File: src/rtl/overcooked_pkg.sv
// Shared types and helpers for the player input scheduler.
// Holds the action word layout, FSM states and slot/accumulation helpers.
package overcooked_pkg;

    localparam int ACT_W = 6;

    typedef struct packed {
        logic left;
        logic right;
        logic up;
        logic down;
        logic chop;
        logic carry;
    } action_t;

    typedef enum logic [1:0] {
        IDLE  = 2'd0,
        SNAP  = 2'd1,
        ISSUE = 2'd2,
        DONE  = 2'd3
    } sched_state_t;

    // Motion/chop bits are sticky; carry is a level, so the newest sample wins.
    function automatic action_t accumulate(action_t pend, logic vld, action_t act);
        action_t r;
        if (vld) begin
            r       = pend | act;
            r.carry = act.carry;
        end else begin
            r = pend;
        end
        return r;
    endfunction

    function automatic logic [1:0] next_slot(logic [1:0] cur, logic [2:0] n_act);
        logic [1:0] r;
        if (({1'b0, cur} + 3'd1) >= n_act) begin
            r = 2'd0;
        end else begin
            r = cur + 2'd1;
        end
        return r;
    endfunction

endpackage

File: src/rtl/edge_detect.sv
// Registered rising-edge detector; the pulse lands one cycle after the input rises.
module edge_detect (
    input  logic clock,
    input  logic reset_n,
    input  logic in,
    output logic rise
);
    logic in_q;
    logic rise_q;
    logic rise_d;

    always_comb begin
        rise_d = in & ~in_q;
    end

    // Delay line for the input and the registered edge pulse.
    always_ff @(posedge clock or negedge reset_n) begin
        if (!reset_n) begin
            in_q   <= 1'b0;
            rise_q <= 1'b0;
        end else begin
            in_q   <= in;
            rise_q <= rise_d;
        end
    end

    assign rise = rise_q;
endmodule

File: src/rtl/player_input_scheduler.sv
// Collects per-player button events between frames and hands one snapshotted
// slot per handshake to game_logic, rotating the first slot every frame.
module player_input_scheduler
    import overcooked_pkg::*;
#(
    parameter int NUM_SLOTS = 4,
    parameter int TIMEOUT   = 16,
    parameter int DROP_W    = 8
) (
    input  logic                                clock,
    input  logic                                reset_n,
    input  logic                                vsync,
    input  logic [1:0]                          num_players,
    input  logic [NUM_SLOTS-1:0]                in_valid,
    input  logic [NUM_SLOTS-1:0][ACT_W-1:0]     in_action,
    output logic                                out_valid,
    input  logic                                out_ready,
    output logic [1:0]                          out_player_id,
    output logic [ACT_W-1:0]                    out_action,
    output logic                                frame_done,
    output logic                                frame_overrun,
    output logic [DROP_W-1:0]                   drop_count,
    output logic                                busy
);
    localparam int TCW = $clog2(TIMEOUT + 1);

    logic         vs_rise;
    sched_state_t state_q, state_d;
    action_t      pend_q [NUM_SLOTS];
    action_t      pend_d [NUM_SLOTS];
    action_t      snap_q [NUM_SLOTS];
    action_t      snap_d [NUM_SLOTS];
    logic [2:0]   n_act_q, n_act_d;
    logic [1:0]   cur_q, cur_d;
    logic [1:0]   start_q, start_d;
    logic [2:0]   served_q, served_d;
    logic [TCW-1:0] tcnt_q, tcnt_d;
    logic [1:0]   start_eff;
    logic [1:0]   nxt;
    logic         out_valid_q, out_valid_d;
    logic [1:0]   out_player_id_q, out_player_id_d;
    action_t      out_action_q, out_action_d;
    logic         frame_done_q, frame_done_d;
    logic         frame_overrun_q, frame_overrun_d;
    logic [DROP_W-1:0] drop_count_q, drop_count_d;
    logic         busy_q, busy_d;

    edge_detect u_vsync_edge (
        .clock   (clock),
        .reset_n (reset_n),
        .in      (vsync),
        .rise    (vs_rise)
    );

    // Next-state logic: accumulation, snapshot and the round-robin issue loop.
    always_comb begin
        state_d         = state_q;
        n_act_d         = n_act_q;
        cur_d           = cur_q;
        start_d         = start_q;
        served_d        = served_q;
        tcnt_d          = tcnt_q;
        out_valid_d     = out_valid_q;
        out_player_id_d = out_player_id_q;
        out_action_d    = out_action_q;
        drop_count_d    = drop_count_q;
        frame_done_d    = 1'b0;
        frame_overrun_d = vs_rise && (state_q != IDLE);
        start_eff       = 2'd0;
        nxt             = next_slot(cur_q, n_act_q);
        for (int p = 0; p < NUM_SLOTS; p++) begin
            pend_d[p] = accumulate(pend_q[p], in_valid[p], action_t'(in_action[p]));
            snap_d[p] = snap_q[p];
        end

        case (state_q)
            IDLE: begin
                if (vs_rise) begin
                    state_d = SNAP;
                end else begin
                    state_d = IDLE;
                end
            end
            SNAP: begin
                for (int p = 0; p < NUM_SLOTS; p++) begin
                    snap_d[p] = pend_d[p];
                    pend_d[p] = action_t'({{(ACT_W-1){1'b0}}, pend_d[p].carry});
                end
                n_act_d = {1'b0, num_players} + 3'd1;
                // A shrunk player count can leave the rotation pointer out of range.
                if ({1'b0, start_q} >= n_act_d) begin
                    start_eff = 2'd0;
                end else begin
                    start_eff = start_q;
                end
                start_d         = start_eff;
                cur_d           = start_eff;
                served_d        = 3'd0;
                tcnt_d          = {TCW{1'b0}};
                out_valid_d     = 1'b1;
                out_player_id_d = start_eff;
                out_action_d    = snap_d[start_eff];
                state_d         = ISSUE;
            end
            ISSUE: begin
                if (out_ready || (tcnt_q == TCW'(TIMEOUT - 1))) begin
                    if (!out_ready && (drop_count_q != {DROP_W{1'b1}})) begin
                        drop_count_d = drop_count_q + {{(DROP_W-1){1'b0}}, 1'b1};
                    end else begin
                        drop_count_d = drop_count_q;
                    end
                    tcnt_d = {TCW{1'b0}};
                    if ((served_q + 3'd1) == n_act_q) begin
                        out_valid_d  = 1'b0;
                        frame_done_d = 1'b1;
                        state_d      = DONE;
                    end else begin
                        served_d        = served_q + 3'd1;
                        cur_d           = nxt;
                        out_player_id_d = nxt;
                        out_action_d    = snap_q[nxt];
                        state_d         = ISSUE;
                    end
                end else begin
                    tcnt_d = tcnt_q + {{(TCW-1){1'b0}}, 1'b1};
                end
            end
            DONE: begin
                start_d = next_slot(start_q, n_act_q);
                state_d = IDLE;
            end
            default: begin
                state_d = IDLE;
            end
        endcase

        busy_d = (state_d != IDLE);
    end

    // State and output registers.
    always_ff @(posedge clock or negedge reset_n) begin
        if (!reset_n) begin
            state_q         <= IDLE;
            n_act_q         <= 3'd0;
            cur_q           <= 2'd0;
            start_q         <= 2'd0;
            served_q        <= 3'd0;
            tcnt_q          <= {TCW{1'b0}};
            out_valid_q     <= 1'b0;
            out_player_id_q <= 2'd0;
            out_action_q    <= '0;
            frame_done_q    <= 1'b0;
            frame_overrun_q <= 1'b0;
            drop_count_q    <= {DROP_W{1'b0}};
            busy_q          <= 1'b0;
            for (int p = 0; p < NUM_SLOTS; p++) begin
                pend_q[p] <= '0;
                snap_q[p] <= '0;
            end
        end else begin
            state_q         <= state_d;
            n_act_q         <= n_act_d;
            cur_q           <= cur_d;
            start_q         <= start_d;
            served_q        <= served_d;
            tcnt_q          <= tcnt_d;
            out_valid_q     <= out_valid_d;
            out_player_id_q <= out_player_id_d;
            out_action_q    <= out_action_d;
            frame_done_q    <= frame_done_d;
            frame_overrun_q <= frame_overrun_d;
            drop_count_q    <= drop_count_d;
            busy_q          <= busy_d;
            for (int p = 0; p < NUM_SLOTS; p++) begin
                pend_q[p] <= pend_d[p];
                snap_q[p] <= snap_d[p];
            end
        end
    end

    assign out_valid     = out_valid_q;
    assign out_player_id = out_player_id_q;
    assign out_action    = out_action_q;
    assign frame_done    = frame_done_q;
    assign frame_overrun = frame_overrun_q;
    assign drop_count    = drop_count_q;
    assign busy          = busy_q;
endmodule

File: config.mk
export PLATFORM = sky130hd
export DESIGN_NAME = player_input_scheduler
export DESIGN_NICKNAME = d
export VERILOG_FILES = /design/src/rtl/overcooked_pkg.sv /design/src/rtl/edge_detect.sv /design/src/rtl/player_input_scheduler.sv
export SDC_FILE = /design/constraint.sdc
export NUM_CORES = 1
export LEC_CHECK = 0
export ABC_AREA = 1
export CORE_UTILIZATION = 55
export DETAILED_ROUTE_END_ITERATION = 16
export PLACE_DENSITY = 0.75
export REMOVE_ABC_BUFFERS = 1
export SLEW_MARGIN = 20
export SYNTH_ARGS = -nofsm -noshare
export SYNTH_HDL_FRONTEND = slang
export SYNTH_SLANG_ARGS = --single-unit
File: constraint.sdc
create_clock -name clock -period 3.4 [get_ports clock]
set_input_delay 0.68 -clock clock [delete_from_list [all_inputs] [get_ports clock]]
set_output_delay 0.68 -clock clock [all_outputs]
set_load 0.05 [all_outputs]
Yosys cells after proc, flatten, opt, wreduce, memory -nomap -nowiden

Index checks and enable logic that the tools add are counted.

Register bits after elaboration: 85
Bits of input ports: 34
Output and inout bits: 20
Word-level logic and storage cells: 146

Add/subtract/negate cells: 8
Magnitude comparators: 5
Equal/unequal tests: 9
Muxes and demuxes: 37
Bitwise gates (word level): 8
Reduce and logical (&&, ||, !) cells: 12

Operators by type and width:

| kind                | number |
|---|---|
| $mux 6              | 10 |
| $bmux 6 s2          | 2 |
| $mux 24             | 1 |
| $or 6x6->6          | 4 |
| $mux 2              | 7 |
| $pmux 6 s2          | 1 |
| $pmux 5 s2          | 1 |
| $add 2x1->3 const B | 3 |
| $reduce_and 3->1    | 3 |
| $add 8x1->8 const B | 1 |
| $ne 8x8->1 const B  | 1 |
| $pmux 2 s2          | 2 |
| $pmux 2 s4          | 1 |
| $reduce_bool 2->1   | 4 |
| $mux 1              | 7 |
| $ge 3x3->1          | 2 |
| $ge 3x3->1 const B  | 2 |
| $mux 3              | 2 |
| $ne 2x2->1 const B  | 3 |
| $not 2->3           | 2 |
| $pmux 3 s2          | 1 |
| $add 5x1->5 const B | 1 |
| $eq 5x4->1 const B  | 1 |
| $mux 5              | 1 |
| other kinds (13)    | 16 |

Logic depth before layout (Yosys ltp)

Gate-level depths: netlist (run 1).

Word-level depth: 10
Mapped depth: 14
Depth with buffers taken out: 13

Hierarchy

A second synthesis (run 1) with hierarchy kept.

Cell total of the unflattened synthesis: 511
Area, all modules: 4,220.3 sq um

Modules (own cells, without submodules):

| module                 | instances | cells an instance | area an instance (sq um) | seq. area each (sq um) |
|---|---|---|---|---|
| player_input_scheduler | 1         | 507               | 4,160.2                  | 2,077.0 |
| edge_detect            | 1         | 4                 | 60.1                     | 50.0 |

Least setup slack after synthesis (run 1)

No wires, ideal clock.

Path kind: register to register
Start: reg, netlist name out_player_id[0]
End: reg out_action_q, in the netlist out_action[0]
Library setup time: 0.118 ns
Arrival time: 2.166 ns
Required time: 3.282 ns
Path slack: 1.116 ns
Stages on the path, launching flop included: 13
Buffers on the path: 0
Period minus slack after synthesis: 2.284 ns
Cell sequence: dfrtp_1 -> ha_1 -> ha_1 -> nand2_1 -> inv_1 -> nand2_1 -> nand2_1 -> nor2_2 -> nand3b_1 -> nand2_1 -> nand2_1 -> nand3_1 -> nand2_1

RTL lines:

| what                 | line                          | source |
|---|---|---|
| end signal, assigned | player_input_scheduler.sv:169 | `out_action_q <= out_action_d;` |
| end, declared        | player_input_scheduler.sv:42  | `action_t out_action_q, out_action_d;` |

==> results.json, run 1 <==
{
  "vdd_drop_max_uv": 520.8,
  "final_critical_path_setup_slack_ns": 0.5127,
  "synth.cell_area_um2": 4227,
  "final-max-slew-violation-count": 0,
  "synth.lib_cells_used.distinct": 29,
  "post_cts_sizing_count": 0,
  "fillerInstances": 610,
  "drc": 0,
  "most-common-layout-cells": "nand2_1 (129), dfrtp_1 (85), inv_1 (64)",
  "power-per-cell-area_nw_per_um2": 1007,
  "drt_first_iter_violations": 260,
  "clock.fmax_mhz": 346.3,
  "die_w_um": 89.66,
  "tritoncts_clock_tree": "built",
  "crit_path_max_fanout": 13,
  "wl_per_cell_um": 15.15,
  "synth_ff_type": "dfrtp_1",
  "non_filler_instance_count_after_layout": 669,
  "cts_num_sinks": 85,
  "timing.hold.worst.class": "in -> async",
  "yosysTopAreaCell": "dfrtp_1",
  "grt_util_all_layers": 0.2751,
  "global_route.overflow_total": 0,
  "synth-warning-count": 0,
  "minimum_clock_period_after_layout_ns": 2.887,
  "place_hpwl_um": 7404,
  "leakagePower_uw": 0.002510,
  "drive_above_1_share": 0.05965,
  "globalplace.congestion": 0.8930,
  "synth_enable_flop_cells": 0,
  "setup_violations": 0,
  "final_min_period_over_clock_period": 0.8492,
  "grt_setup_unrepaired": "false",
  "worst_tran_pin_value_ns": 0.6818,
  "via_count_of_the_first_global_routing_pass": 3222,
  "timing_hold_violations_final": 0,
  "synth.ff_latch_count": 85,
  "cts_root_buffer": "clkbuf_8",
  "place.port_buffers": 53,
  "setup-tns-final_ns": 0,
  "critPathRequiredTime_ns": 3.71,
  "worstSkewPairLatency_ns": 0.37,
  "outcome": "finished, final reports clean",
  "num_vias": 3604,
  "drt_wl_total_um": 10130,
  "count_of_antenna_violating_nets_left_after_detailed_routing": 0,
  "synth.avg_cell_area_um2": 8.255,
  "synth.top_cell.area_share": 0.5033,
  "grt_pass1_wl_um": 16140,
  "timing.setup.critical_path_class": "reg -> reg",
  "antenna_found_initial": 0,
  "die_h_um": 89.66,
  "initial_utilization": 0.5765,
  "clk_pin_slew_worst_paths_ns": 0.09,
  "final.setup_skew_ns": 0.01347,
  "antenna_diode_count": 0,
  "pre_cts_ws_ns": 0.4988,
  "htree_levels": 3,
  "num_rows": 31,
  "cts-root-to-sink-buffers": 2,
  "post_cts_buffers": 0,
  "async_flop_share": 1.000,
  "core-area_um2": 7331,
  "top_level_ports": 54,
  "slew-limit-headroom": 0.5450,
  "yosys-top-cells-area": "dfrtp_1 (50%), nand2_1 (11%), nand3_1 (5.9%)",
  "synth.yosys.seq_area_share": 0.5033,
  "die-area_um2": 8039,
  "grt_max_degree": 44,
  "timing.critical_path.arrival_ns": 3.20,
  "final_nets": 618,
  "tritoncts.num_buffers": 9,
  "place.detailed.instances": 653,
  "critPathCaptureType": "register",
  "area_delta_synth_final_pct": 20.04,
  "max-cap-violations": 0,
  "netlist_instances": 512,
  "drt_first_pass_iters": 5,
  "kind_of_launch_point_of_the_worst_setup_path": "register",
  "avgViaCountPerCell": 5.387,
  "postCtsHoldBufs": 0,
  "final_common_cell": "nand2_1"
}
## final cells by class
| type | instances | area, µm² | area share |
|---|---|---|---|
| multi-input cells | 344 | 1779 | 0.3507 |
| repair buffers | 60 | 593.1 | 0.1169 |
| well taps | 99 | 123.9 | 0.02441 |
| clock buffers | 10 | 137.6 | 0.02713 |
| clock inverters | 6 | 68.82 | 0.01356 |
| inverters | 65 | 244.0 | 0.04809 |
| flip-flops and latches | 85 | 2127 | 0.4192 |
## cell families after synthesis
kind of cell,after synthesis,synth area share
compound gates,78,0.09710
xor+xnor,11,0.02279
fa+ha+maj,19,0.05625
flops,85,0.5033
buf+inv,83,0.07579
simple gates,233,0.2371
mux,3,0.007697
## report_power, final
part	total (µW)	leakage [µW]	internal [µW]	switching (µW)
Combinational	2710	0.00138	883	1830
Clock	751	0.000103	365	387
Sequential	1640	0.00103	1420	226
Total	5110	0.00251	2660	2440
## layer usage
layer | up-vias | track usage | share of wire | routed length, µm
met2 | 133 | 0.4153 | 0.45 | 4595
met1 | 1693 | 0.3944 | 0.47 | 4739
met3 | 10 | 0.07038 | 0.068 | 687
li1 | 1768 | - | - | -
met4 | 0 | 0.07648 | 0.011 | 111
met5 | - | 0 | 0 | 0
## flip-flops by register name, indices dropped and copies added (netlist names), 2 cells and up
| signal | count |
|---|---|
| start_q | 2 |
| out_action | 6 |
| snap_q | 24 |
| state_q | 2 |
| tcnt_q | 5 |
| n_act_q | 3 |
| served_q | 3 |
| pend_q | 24 |
| out_player_id | 2 |
| drop_count | 8 |
## synthesized netlist by cell type (4+ instances only)
master    number
nand2_1      129
dfrtp_1       85
inv_1         64
nand3_1       50
o21ai_0       41
nor2_1        32
a21oi_1       27
ha_1          19
nand4_1       15
clkbuf_1      13
xnor2_1        6
xor2_1         5
buf_2          4
## stage by stage
stage            util  area, µm²  power (µW)  hold slack (ns)
6_report       0.6921       5074        5108           0.2864
5_1_grt        0.6921       5074        5531           0.3196
4_1_cts        0.6921       5074        5099           0.2945
3_5_place_dp   0.6639       4867        4335           0.3923
3_3_place_gp   0.6639       4867        4232           0.3796
2_1_floorplan       -       4150        3461           0.3763
## worst max-delay path: stages, from the launching register on
cell     delay [ns]
dfrtp_1        0.52
ha_1           0.48
ha_1           0.25
a21oi_2        0.53
nand3_1        0.46
o21ai_0        0.27
nand2_1        0.12
nand2_1        0.07
nand3_1        0.07
nand2_1        0.06
## worst paths after layout
path	cells past startpoint	slack [ns]	to	start
max in group asynchronous	2	2.40	n_act_q[1]$_DFFE_PN0P_	reset_n
min reg2reg	1	0.40	u_vsync_edge.rise$_DFF_PN0_	u_vsync_edge.in_q$_DFF_PN0_
min	1	0.29	pend_q[12]$_DFF_PN0_	reset_n
min in group clock	1	0.40	u_vsync_edge.rise$_DFF_PN0_	u_vsync_edge.in_q$_DFF_PN0_
max reg2reg	9	0.51	out_action[0]$_DFFE_PN0P_	out_player_id[0]$_DFFE_PN0P_
max	9	0.51	out_action[0]$_DFFE_PN0P_	out_player_id[0]$_DFFE_PN0P_
(Power assumes the default switching activity.)
==> run 2, diff against run 1 <==
==> constraint.sdc (replaced) <==
create_clock -name clock -period 2.7 [get_ports clock]
set_input_delay 0.54 -clock clock [delete_from_list [all_inputs] [get_ports clock]]
set_output_delay 0.54 -clock clock [all_outputs]
set_load 0.05 [all_outputs]
==> results.json, run 2 (synthesis gave the netlist of run 1 again) <==
{
  "outcome": "finished, final reports clean",
  "num_vias": 3686,
  "post_cts_sizing_count": 0,
  "timing.hold.worst.class": "in -> async",
  "global_route.overflow_total": 0,
  "htree_levels": 3,
  "power-per-cell-area_nw_per_um2": 1284,
  "non_filler_instance_count_after_layout": 678,
  "setup-tns-final_ns": 0,
  "timing.critical_path.arrival_ns": 2.48,
  "globalplace.congestion": 0.8687,
  "drc": 0,
  "clock.fmax_mhz": 443.3,
  "fillerInstances": 591,
  "worst_tran_pin_value_ns": 0.7210,
  "avgViaCountPerCell": 5.437,
  "critical_path.top_delay_family": "simple AND/OR/NAND/NOR gates",
  "grt_max_degree": 49,
  "slew-limit-headroom": 0.5188,
  "core-area_um2": 7331,
  "max-cap-violations": 0,
  "drive_above_1_share": 0.07427,
  "tritoncts_clock_tree": "built",
  "grt_pass1_wl_um": 16590,
  "path_cells": "ha_1, nand2_1, nor2_1, ha_1, nor2_1, nand2_1, inv_1, nor2_1, nand2_2, inv_1, nand2_1, o21ai_0",
  "initial_utilization": 0.5765,
  "timing_hold_violations_final": 0,
  "tritoncts.num_buffers": 9,
  "slowest_stage": "dfrtp_1",
  "vdd_drop_max_uv": 567.0,
  "die_h_um": 89.66,
  "minimum_clock_period_after_layout_ns": 2.256,
  "place_hpwl_um": 7410,
  "final_nets": 630,
  "timing.critical_path.buf_inv": 2,
  "drt_first_iter_violations": 320,
  "critPathRequiredTime_ns": 2.92,
  "cts_root_buffer": "clkbuf_8",
  "timing.setup.critical_path_class": "reg -> reg",
  "die-area_um2": 8039,
  "clk_pin_slew_worst_paths_ns": 0.09,
  "cts_num_sinks": 85,
  "antenna_found_initial": 0,
  "area_delta_synth_final_pct": 21.70,
  "post_cts_buffers": 0,
  "crit_path_max_fanout": 17,
  "setup_violations": 0,
  "hold_slack_ns": 0.2012,
  "final.setup_skew_ns": 0.01223,
  "via_count_of_the_first_global_routing_pass": 3430,
  "die_w_um": 89.66,
  "critPathCaptureType": "register",
  "wl_per_cell_um": 14.95,
  "grt_setup_unrepaired": "false",
  "top_level_ports": 54,
  "final_min_period_over_clock_period": 0.8355,
  "count_of_antenna_violating_nets_left_after_detailed_routing": 0,
  "place.detailed.instances": 665,
  "final_common_cell": "nand2_1",
  "drt_wl_total_um": 10140,
  "postLayoutCoreUtil": 0.7017,
  "cts-root-to-sink-buffers": 2,
  "kind_of_launch_point_of_the_worst_setup_path": "register",
  "final-max-slew-violation-count": 0,
  "report.power.total_uw": 6606,
  "worstSkewPairLatency_ns": 0.35,
  "largest_stage_delay_on_the_critical_path_ns": 0.41,
  "postCtsHoldBufs": 0,
  "drt_first_pass_iters": 5,
  "antenna_diode_count": 0,
  "grt_util_all_layers": 0.2795,
  "most-common-layout-cells": "nand2_1 (129), dfrtp_1 (85), inv_1 (64)",
  "place.port_buffers": 53,
  "leakagePower_uw": 0.002559,
  "num_rows": 31
}
[run 2: cell types whose count changed in the layout (fill, tap and decap cells not counted)]
cell,before,now
clkbuf_8,10,11
clkinvlp_4,1,0
buf_4,7,19
clkinv_4,1,0
inv_6,2,0
[run 2: power by group]
part           total (µW)  switching (µW)  internal [µW]
clock                 887             425            462
combinational        3670            2370           1310
sequential           2050             261           1780
total                6610            3050           3550
[run 2: stage by stage]
step                cell area [µm²]  worst slack, ns
floorplan                      4150           0.2215
global placement               4957           0.2253
detailed placement             4957           0.1633
CTS                            5144           0.4560
global route                   5144           0.2639
finish                         5144           0.4441
[run 2: worst paths after layout]
path                                             start                           to  slack, ns  depth (start not counted)
min                                            reset_n         pend_q[14]$_DFF_PN0_       0.20                          1
max in group asynchronous                      reset_n        tcnt_q[0]$_DFFE_PN0P_       1.88                          2
min reg2reg                u_vsync_edge.in_q$_DFF_PN0_  u_vsync_edge.rise$_DFF_PN0_       0.40                          1
max reg2reg                      tcnt_q[0]$_DFFE_PN0P_      served_q[2]$_DFFE_PN0P_       0.44                         12
min in group clock         u_vsync_edge.in_q$_DFF_PN0_  u_vsync_edge.rise$_DFF_PN0_       0.40                          1
max                              tcnt_q[0]$_DFFE_PN0P_      served_q[2]$_DFFE_PN0P_       0.44                         12
[run 2: area by class of cell]
class / count / area (µm²) / share of cell area
clock buffer: 11 / 151.4 / 0.02943
clock inverter: 2 / 35.03 / 0.006811
inverter: 65 / 244.0 / 0.04743
timing repair buffer: 72 / 683.2 / 0.1328
multi-input combinational: 344 / 1779 / 0.3459
sequential: 85 / 2127 / 0.4135
tap: 99 / 123.9 / 0.02408
[run 2: routing by layer]
metal  up-vias  part of all wire  global-route usage
met3        25             0.055             0.04936
met4         0             0.021             0.09812
met1      1756              0.48              0.3974
met5         -                 0                   0
met2       117              0.44              0.4332
li1       1788                 -                   -
[run 2: worst reg2reg max path, delay by kind of cell, from the launching register on]
family	cells	cell delay, ns
simple gates	7	0.93
buf+inv	2	0.30
fa+ha+maj	2	0.41
flops	1	0.41
compound gates	1	0.09
==> RTL change 1: new RTL, config.mk and constraints of run 2 <==
Put one more register stage on the output `drop_count`, with the module's reset. The value now appears one clock later. The other outputs are not delayed to match.
--- a/src/rtl/player_input_scheduler.sv
+++ b/src/rtl/player_input_scheduler.sv
@@ -185,3 +185,9 @@
     assign frame_overrun = frame_overrun_q;
-    assign drop_count    = drop_count_q;
+    always_ff @(posedge clock or negedge reset_n) begin
+        if (!reset_n) begin
+            drop_count <= '0;
+        end else begin
+            drop_count <= drop_count_q;
+        end
+    end
     assign busy          = busy_q;
Function: same outputs for any inputs over 10 cycles, from zero or initial values and one cycle with reset_n low; that may be too few to reach the edited logic, so the function may still have changed.
==> RTL change 1 against run 2 <==
Synthesized area is 7.0% higher. Final area increased by 5.7%. Routed wire length rose by 2.3%. Sequential cell count grew 8. Worst hold slack worse by 190 ps. Power up 1.6%. Sequential share of layout area rose by 1.4 points. Setup slack got worse by 80 ps. Critical endpoint is now out_action[5].
==> RTL change 1: results (changes against run 2) <==
metric,value,unit,change
layout-drive-gt1-share,7.22,%,-0.20 points
routed_via_density,5.27,,-3.0%
post_synth_num_cell_types,34,,+17%
synthTopCellsByCount,"nand2_1, dfrtp_1, inv_1",,
dpl_cell_area,5230,um2,+5.6%
htree_levels,3,,unchanged
outcome,"complete, no violations",,
dp.cells,695,,+4.5%
num_vias,3749,,+1.7%
ys_seq_area_share,51.5,%,+1.1 points
holdWs,9.61,ps,-192 ps
cpMaxStageDelayCell,dfrtp_1,,
hpwl,7.63,mm,+2.9%
nNetsFinal,657,,+4.3%
dp_slack,133,ps,-30.3 ps
grt_max_degree,82,,+67%
synth_top_cells_by_area,"dfrtp_1, nand2_1, inv_1",,
crit_start,out_player_id[0],,
crit_path_max_fanout,9,,-8
fill_cells,656,,+11%
setup_ws,364,ps,-79.7 ps
swShare,46.4,%,+0.16 points
first_iter_violations,241,,-25%
syn_avg_cell_area,8.36,um2,+1.3%
gp_congestion,0.899,,+3.5%
power.leakage,2.78,nW,+8.4%
grt_pass1_wl,17.4,mm,+4.8%
crit_path_end,out_action[5],,
peakVddDrop,557,uV,-1.8%
critPathArrivalTime,2580,ps,+100 ps
maxSlewHeadroom,62.1,%,+10 points
wl_per_cell,14.6,um,-2.5%
grt_usage,26.4,%,-1.6 points
-- RTL change 1: cell types whose count changed after synthesis, sizes merged, moves of 3 or more --
cell    delta
inv       +19
nand2      +9
dfrtp      +8
a21oi      -5
nor2       +5
xnor2      -3
o21bai     +6
nand3     -14
a21o       +5
-- RTL change 1: final cells by class --
type / count / area [um2] / area share (%)
Sequential cell: 93 / 2330 / 42.8
Multi-Input combinational cell: 350 / 1820 / 33.5
Timing Repair Buffer: 66 / 638 / 11.7
Inverter: 84 / 318 / 5.84
Clock buffer: 10 / 138 / 2.53
Tap cell: 102 / 128 / 2.35
Clock inverter: 6 / 68.8 / 1.27
-- RTL change 1: metal layers --
metal	vias up	part of all wire, %	track usage [%]	wire, um
met2	100	50	46.0	5190
met4	0	1.8	9.49	189
li1	1845	-	-	-
met1	1789	44	33.9	4570
met3	15	4.0	3.12	416
met5	-	0	0	0
-- RTL change 1: critical path: cells and delay by family, from the launching register on --
family	cells	cell delay, ps
AO/OA/AOI/OAI	1	70
adder cells (fa/ha/maj)	2	590
buffers and inverters	1	30
flip-flops	1	400
AND/OR/NAND/NOR	8	1130
-- RTL change 1: logic make-up (layout without fill, tap and decap cells) --
| kind of cell | Yosys count | in the layout | share of synthesized area [%] |
|---|---|---|---|
| flops | 93 | 93 | 51.5 |
| xor+xnor | 10 | 10 | 1.94 |
| mux | 2 | 2 | 0.498 |
| buf+inv | 98 | 166 | 8.27 |
| fa+ha+maj | 19 | 19 | 5.26 |
| compound gates | 82 | 82 | 10.1 |
| simple gates | 237 | 237 | 22.5 |
-- RTL change 1: power groups by stage --
stage	logic [mW]	clock network [mW]	registers, mW
floorplan	2.19	0	2.41
global placement	3.39	0	2.20
detailed placement	3.50	0	2.22
CTS	3.53	0.995	2.19
global route	3.99	1.04	2.25
finish	3.55	0.973	2.19
==> RTL change 2: new RTL, config.mk and constraints of run 2 <==
Made on the original files. `TIMEOUT`: 16 -> 8.
--- a/src/rtl/player_input_scheduler.sv
+++ b/src/rtl/player_input_scheduler.sv
@@ -6,3 +6,3 @@
     parameter int NUM_SLOTS = 4,
-    parameter int TIMEOUT   = 16,
+    parameter int TIMEOUT   = 8,
     parameter int DROP_W    = 8
Check against the original RTL: no difference found for any inputs over 10 cycles, from zero or initial values and one cycle with reset_n low; that may be too few to reach the edited logic, so the function may still have changed.
==> RTL change 2 against run 2 <==
Non-clock buffer count decreased by 13. Clock skew decreased by 2.4 ps. Fmax increased by 1.2%. Power increased by 0.41%. Synthesized area about the same. Final area decreased by 0.71%. Clock power increased by 33%. Sequential share of layout area decreased by 0.20 points. Sequential cell count decreased by 1. Setup slack improved by 27 ps. Routed wire length decreased by 2.9%. Largest cell class unchanged.
==> RTL change 2: results (changes against run 2) <==
metric,value,unit,change
grt_pass1_vias,3396,,-0.99%
synthTopCellsByCount,"nand2_1, dfrtp_1, inv_1",,
rr_startpoint,out_player_id[0],,
hpwl,7.09,mm,-4.3%
grt_pass1_wl,16.8,mm,+1.2%
cpMaxStageDelayCell,clkdlybuf4s50_1,,
nNetsFinal,620,,-1.6%
layout-drive-gt1-share,6.63,%,-0.79 points
synthAdderAreaFrac,5.32,%,-0.30 points
peakVddDrop,945,uV,+67%
fill_cells,603,,+2.0%
synthCells,516,,+0.78%
dp.cells,656,,-1.4%
synth-compound-area-share,8.64,%,-1.1 points
port_buffers,53,,unchanged
outcome,"complete, no violations",,
maxSlewHeadroom,55.2,%,+3.4 points
swShare,45.1,%,-1.2 points
cp_slowest_stage_delay,450,ps,+40 ps
cp_top_family,buffers and inverters,,
num_vias,3527,,-4.3%
post_synth_num_cell_types,32,,+10%
fin_skew,9.85,ps,-2.37 ps
gp_congestion,0.882,,+1.6%
power.leakage,2.57,nW,+0.47%
critPathArrivalTime,2520,ps,+40 ps
crit_path_max_fanout,12,,-5
routed_wl,9.85,mm,-2.9%
final_cells,672,,-0.88%
synth_xor_area_share,2.48,%,+0.21 points
muxShareOfSynthArea,0,%,-0.77 points
drt-pass1-iter-count,4,,-1
first_iter_violations,228,,-29%
## RTL change 2: metrics by stage
step	util (%)	hold WS [ps]	cell area, um2	setup WS (ps)
after global placement	66.1	383	4840	213
after global routing	69.7	196	5110	303
after detailed placement	66.1	393	4840	117
after floorplan	-	244	4130	452
after CTS	69.7	173	5110	474
final	69.7	160	5110	471
## RTL change 2: final cells by class
cell class              instances  area, um2  area share, %
clock buffers                  12        145           2.84
clock inverters                 4        120           2.35
inverters                      64        243           4.75
multi-input cells             350       1790           35.0
flip-flops and latches         84       2100           41.2
well taps                      99        124           2.43
repair buffers                 59        586           11.5
## RTL change 2: path summary, 6_finish.rpt
kind | slack [ps] | cells after the start | end
max | 470 | 14 | out_action[2]
max reg2reg | 480 | 12 | out_action[4]
min reg2reg | 400 | 1 | u_vsync_edge.rise
max in group asynchronous | 1920 | 2 | n_act_q[1]
min | 160 | 1 | pend_q[18]
min in group clock | 400 | 1 | u_vsync_edge.rise
## RTL change 2: power by group through the flow
stage	clock network [mW]	logic (mW)	registers, mW
finish	1.18	3.37	2.08
global route	1.24	3.81	2.13
CTS	1.20	3.38	2.07
detailed placement	0	3.35	2.09
global placement	0	3.27	2.08
floorplan	0	2.12	2.29
## RTL change 2: cell families (layout without fill, tap and decap cells)
group | count (synthesis) | after routing
adder cells (fa/ha/maj) | 18 | 18
AND/OR/NAND/NOR | 253 | 253
buffers and inverters | 82 | 139
flip-flops | 84 | 84
XOR/XNOR | 12 | 12
AO/OA/AOI/OAI | 67 | 67
## RTL change 2: per-layer routing
layer	wire length (um)	global-route usage, %	vias to the layer above
met5	0	0	-
met4	123	8.33	0
met3	576	3.47	11
met2	4570	42.4	112
met1	4580	37.6	1653
li1	-	-	1751
